## config.mk

```make
export PLATFORM = sky130hd
export DESIGN_NAME = regfile_sb
export DESIGN_NICKNAME = d
export VERILOG_FILES = /design/src/rtl/regfile_sb.sv
export SDC_FILE = /design/constraint.sdc
export NUM_CORES = 2
export LEC_CHECK = 0
export CAP_MARGIN = 40
export CORE_ASPECT_RATIO = 0.6
export CORE_MARGIN = 4
export CORE_UTILIZATION = 45
export CTS_CLUSTER_DIAMETER = 80
export DETAILED_ROUTE_END_ITERATION = 10
export GPL_TIMING_DRIVEN = 0
export PLACE_DENSITY = 0.72
export SYNTH_ARGS = -nofsm -noshare
export SYNTH_HDL_FRONTEND = slang
export SYNTH_SLANG_ARGS = --single-unit
```

## constraint.sdc

```tcl
create_clock -name clk_i -period 6.2 [get_ports clk_i]
set_input_delay 1.24 -clock clk_i [delete_from_list [all_inputs] [get_ports clk_i]]
set_output_delay 1.24 -clock clk_i [all_outputs]
set_load 0.1 [all_outputs]
```

## src/rtl/regfile_sb.sv

```systemverilog
// Two-read, two-write integer register file with a pending-load scoreboard.
// Optional same-cycle write-to-read bypass is enabled by defining REGFILE_BYPASS_EN.
module regfile_sb #(
    parameter int unsigned XLEN  = 32,
    parameter int unsigned NREGS = 32
) (
    input  logic                       clk_i,
    input  logic                       rst_ni,
    input  logic [$clog2(NREGS)-1:0]   rs1_i,
    input  logic [$clog2(NREGS)-1:0]   rs2_i,
    output logic [XLEN-1:0]            rv1_o,
    output logic [XLEN-1:0]            rv2_o,
    output logic                       rs1_busy_o,
    output logic                       rs2_busy_o,
    input  logic                       we_i,
    input  logic [$clog2(NREGS)-1:0]   rd_i,
    input  logic [XLEN-1:0]            wdata_i,
    input  logic                       lwe_i,
    input  logic [$clog2(NREGS)-1:0]   lrd_i,
    input  logic [XLEN-1:0]            lwdata_i,
    input  logic                       iss_valid_i,
    input  logic [$clog2(NREGS)-1:0]   iss_rd_i,
    output logic [$clog2(NREGS):0]     busy_cnt_o,
    output logic                       waw_err_o
);

    localparam int unsigned AW = $clog2(NREGS);

    logic [XLEN-1:0]  regs_q [NREGS];
    logic [XLEN-1:0]  regs_d [NREGS];
    logic [NREGS-1:0] busy_q, busy_d;
    logic [AW:0]      cnt_q, cnt_d;
    logic             err_q, err_d;

    logic             a_wr, b_wr, iss_set;
    logic [NREGS-1:0] set_vec, clr_vec;
    logic             inc, dec;

    assign a_wr    = we_i && (rd_i != '0);
    assign b_wr    = lwe_i && (lrd_i != '0);
    assign iss_set = iss_valid_i && (iss_rd_i != '0);

    // Port B is applied last so it wins a same-register collision.
    always_comb begin
        regs_d = regs_q;
        if (a_wr) regs_d[rd_i] = wdata_i;
        if (b_wr) regs_d[lrd_i] = lwdata_i;
        regs_d[0] = '0;
    end

    always_comb begin
        set_vec = '0;
        clr_vec = '0;
        if (iss_set) set_vec[iss_rd_i] = 1'b1;
        if (b_wr)    clr_vec[lrd_i]    = 1'b1;
        busy_d    = (busy_q & ~clr_vec) | set_vec;
        busy_d[0] = 1'b0;
        inc   = iss_set && !busy_q[iss_rd_i];
        dec   = b_wr && busy_q[lrd_i] && !(iss_set && (iss_rd_i == lrd_i));
        cnt_d = cnt_q + {{AW{1'b0}}, inc} - {{AW{1'b0}}, dec};
    end

    always_comb begin
        err_d = err_q;
        if (a_wr && busy_q[rd_i]) err_d = 1'b1;
        if (iss_set && busy_q[iss_rd_i] && !(b_wr && (lrd_i == iss_rd_i))) err_d = 1'b1;
        if (a_wr && b_wr && (rd_i == lrd_i)) err_d = 1'b1;
    end

    always_ff @(posedge clk_i) begin
        if (!rst_ni) begin
            for (int i = 0; i < NREGS; i++) regs_q[i] <= '0;
            busy_q <= '0;
            cnt_q  <= '0;
            err_q  <= 1'b0;
        end else begin
            for (int i = 0; i < NREGS; i++) regs_q[i] <= regs_d[i];
            busy_q <= busy_d;
            cnt_q  <= cnt_d;
            err_q  <= err_d;
        end
    end

`ifdef REGFILE_BYPASS_EN
    always_comb begin
        rv1_o = regs_q[rs1_i];
        rv2_o = regs_q[rs2_i];
        if (a_wr && (rd_i == rs1_i))  rv1_o = wdata_i;
        if (a_wr && (rd_i == rs2_i))  rv2_o = wdata_i;
        if (b_wr && (lrd_i == rs1_i)) rv1_o = lwdata_i;
        if (b_wr && (lrd_i == rs2_i)) rv2_o = lwdata_i;
        if (rs1_i == '0) rv1_o = '0;
        if (rs2_i == '0) rv2_o = '0;
        rs1_busy_o = busy_q[rs1_i] && !(b_wr && (lrd_i == rs1_i));
        rs2_busy_o = busy_q[rs2_i] && !(b_wr && (lrd_i == rs2_i));
    end
`else
    always_comb begin
        rv1_o      = (rs1_i == '0) ? '0 : regs_q[rs1_i];
        rv2_o      = (rs2_i == '0) ? '0 : regs_q[rs2_i];
        rs1_busy_o = busy_q[rs1_i];
        rs2_busy_o = busy_q[rs2_i];
    end
`endif

    assign busy_cnt_o = cnt_q;
    assign waw_err_o  = err_q;

endmodule

```

==> results by group <==
Drt
  • Drt drc: 0
  • DR vias: around 66000
  • Drt pass-1 iters: 9
  • Via density: between 7 and 8
  • WL per Instance: between 40 and 50 um
  • Wirelength, routed: about 380000 um
  • Initial drt markers: 11900
  • Post-route antenna net violation count: 0

Worst setup path
  • WP buf/inv: 7
  • Crit path to: rv2_o[17]
  • Reg2reg path depth: 15
  • Critical Path, Cell by Cell: clkdlybuf4s50_1 > buf_6 > buf_4 > buf_2 > buf_8 > mux4_2 > mux4_2 > mux2_2 > clkdlybuf4s50_1 > buf_8
  • Crit Reg-Reg Startpoint: busy_q[6]
  • Critical Path Start Type: primary input
  • CP required: ~5000 ps
  • Crit path launch: rs2_i[1]
  • Crit Path Class: primary input to output pin
  • Critical R2R Capture: busy_cnt_o[4]
  • Largest delay share family, worst path: buffers and inverters
  • CP max stage delay: just over 600 ps
  • Setup slack, reg-to-reg: ~2600 ps
  • Worst EP arrival: 5040 ps
  • Worst setup EP type: output pin
  • Crit. path cell count: 10
  • Worst Path Max Fanout: 10
  • CP max-delay cell: mux4_2

Finish
  • P&R area growth vs syn: 18.6%
  • Fill count: around 12000
  • Nets: between 7000 and 8000
  • Share of cells above drive strength 1: between 15 and 20%
  • Post-layout util: 53.7%

Timing
  • Fin. max-slew vios: 0
  • Final Setup Violations: 17
  • WHS: ~500 ps
  • Worst-Margin Slew: around 1100 ps
  • Max Freq: roughly 0.16 GHz
  • Final setup margin: -83.6 ps
  • Hold Fails Final Rpt: 0
  • Period utilization: 101%
  • RSZ-0062 raised after global routing: false
  • Min Tclk post-route: approximately 6300 ps
  • Worst rel slew slack: approximately a quarter
  • Clock Skews: ~19 ps

Synth
  • Post-Synth XOR/XNOR Area: less than 1%
  • Post-Synth Adder-Cell Area: less than 1%
  • Netlist cell types: 56
  • Mean Syn Cell Area: 9.75 um2
  • Syn Nets: between 6000 and 7000
  • Mux share of post-synthesis cell area: about a third
  • Post-Syn Area: between 60000 and 70000 um2
  • Largest family of logic cells by synthesized area: multiplexers
  • Ys flop type: dfxtp_1
  • Post-synth EDFFs: 0
  • Mapped Cells: around 6500
  • Synth Warn #: 0
  • Simple-Gate Fraction of Synth Area: 12.5%
  • Async set-reset flop share out of synthesis: 0%
  • Seq/Total Area, Yosys: about a third
  • #FFs+latches synth: between 1000 and 1500
  • Compound-Gate Fraction of Synth Area: between 10% and 20%

Power and ir drop
  • Reg power frac: between 40% and 50%
  • Net switching power: roughly 5.5 mW
  • P per Cell Area: roughly 230 nW/um2
  • Clk pwr share: 42.3%
  • Maximum VDD drop: ~250 uV
  • Switching share of power: between 30% and 40%
  • Pleak: ~26 nW
  • Comb pwr share: ~18%
  • Cell Int Power: approximately 12 mW
  • Post-route total power: 17.2 mW

Worst hold path
  • HP Class: flip-flop to flip-flop

Floorplan
  • Core ar.: around 140000 um2
  • IO Count: 167
  • Initial core utilization: about 45%
  • Total die area: 147000 um2
  • Die width: between 400 and 500 um
  • FP Rows: about 110
  • Die Y-Extent: about 300 um

Global route
  • Number of antenna violations at the first check in global routing: 39
  • Pin count of the biggest net entering global routing: 17
  • Vias in the first global route: 58900
  • Overall routing resource usage: 49.8%
  • Global-route wire length before repair: approximately 500000 um
  • Global route overflow: 0

Clock network
  • CTS H-tree lvls: 3
  • CTS tree: yes
  • Cts hold-fix bufs: 0
  • Maximum root-to-sink buffer count: 3
  • Clock Latency Late Sink: 750 ps
  • CTS Sinks: 1030
  • CTS Buf Count: ~110
  • Clock root cell: clkbuf_16
  • Clock transition at the registers of the reported paths: approximately 70 ps

Placed design
  • Pre-CTS setup slack: -650 ps
  • GPL Wtd Cong: 1.16
  • HPWL reported at the end of detailed placement: around 310000 um
  • IO Port Bufs: approximately 150

Run status
  • Outcome: finished, violations left
  • Failing checks: setup timing

Run
  • Max-Cap Viols: 0
==> worst reg2reg max path, delay by kind of cell, from the launching register on <==
family                   cells  cell delay (ps)
XOR/XNOR                     1              140
multiplexers                 1              290
AND/OR/NAND/NOR              3              500
flip-flops                   1              480
buffers and inverters        4              240
adder cells (fa/ha/maj)      3              890
AO/OA/AOI/OAI                3              950
==> what timing repair did <==
| item | CTS | global route |
|---|---|---|
| gates resized for setup | 37 | 10 |
| buffers inserted | 0 | 0 |
| setup endpoints to repair | 44 | 25 |
==> worst min path at each step <==
| stage | from | endpoint | depth (start not counted) |
|---|---|---|---|
| 2_1_floorplan | regs_q[856] | regs_q[856] | 2 |
| 3_3_place_gp | regs_q[649] | regs_q[649] | 2 |
| 3_5_place_dp | regs_q[419] | regs_q[419] | 2 |
| 4_1_cts | regs_q[419] | regs_q[419] | 2 |
| 5_1_grt | regs_q[645] | regs_q[645] | 2 |
| 6_report | regs_q[682] | regs_q[682] | 2 |
==> cell usage after synthesis (all sizes together) (18+ instances only) <==
cell type     n  area, um2
a21oi        18       90.1
a211oi      604       4530
mux2i       625       6260
a22oi        44        330
inv          23       86.3
dfxtp      1030      20600
buf         229       1210
clkbuf      668       2510
nand2       462       1730
nor2       1056       3970
mux2        142       1600
nand3       369       1850
mux4        589      13300
o21ai        54        270
a22o         57        499
a311oi      383       3350
==> power by group through the flow <==
stage | combinational [mW] | sequential [mW] | clock [mW]
floorplan | 1.31 | 7.06 | 0
global placement | 2.48 | 7.02 | 0
detailed placement | 2.77 | 7.03 | 0
CTS | 2.79 | 6.89 | 7.16
global route | 2.97 | 6.90 | 7.42
finish | 3.02 | 6.90 | 7.27
==> metrics by stage <==
stage / TNS (ps) / cells / area, um2
floorplan: 0 / 6470 / 63100
global placement: -78010 / 8458 / 66900
detailed placement: -17670 / 8711 / 70500
CTS: 0 / 8909 / 74300
global route: 0 / 9037 / 74800
finish: -584 / 9056 / 74800
==> sequential cells by signal, indices dropped and copies added (netlist names) <==
name	count
waw_err_o	1
busy_q	31
regs_q	992
busy_cnt_o	6
==> per-layer routing <==
| metal | global-route usage (%) | wire length, um | share of wire (%) |
|---|---|---|---|
| met1 | 63.5 | 143000 | 37 |
| met2 | 60.2 | 136000 | 35 |
| met3 | 40.6 | 86600 | 23 |
| met4 | 15.5 | 15600 | 4.1 |
| met5 | 15.4 | 1960 | 0.51 |
==> final cells by class <==
class	count	area [um2]	area share, %
Multi-Input combinational cell	4519	38700	51.7
Sequential cell	1030	20600	27.6
Timing Repair Buffer	414	5130	6.85
Buffer	895	3820	5.10
Clock buffer	151	3150	4.20
Tap cell	1836	2300	3.07
Clock inverter	48	657	0.878
Antenna cell	139	348	0.465
Inverter	24	90.1	0.120
==> cells in the final DEF (no fill, tap or decap), types with 7 or more instances in the layout <==
cell / n
mux4_2: 589
inv_1: 22
clkbuf_2: 12
clkbuf_1: 667
buf_4: 53
a211oi_1: 604
nor2b_1: 9
clkdlybuf4s50_1: 152
clkbuf_8: 26
nand3_1: 369
a22o_1: 57
clkinvlp_4: 7
clkbuf_16: 109
buf_8: 150
a221oi_1: 10
bufinv_16: 11
dfxtp_1: 1030
o211a_1: 8
a311oi_1: 383
mux2_2: 142
o21ai_0: 54
diode_2: 139
buf_16: 7
buf_6: 107
a21oi_1: 16
nand2_1: 462
clkinv_2: 21
buf_2: 111
nor2_1: 1052
buf_1: 58
mux2i_1: 625
xor2_1: 9
a22oi_1: 44
==> cells by family (layout without fill, tap and decap cells) <==
group | after synthesis | in the layout
compound gates | 1200 | 1200
xor+xnor | 15 | 15
fa+ha+maj | 7 | 7
buf+inv | 921 | 1532
flops | 1030 | 1030
mux | 1356 | 1356
other cells | 0 | 139
simple gates | 1941 | 1941
No activity file was read; power rests on OpenSTA's default activity.
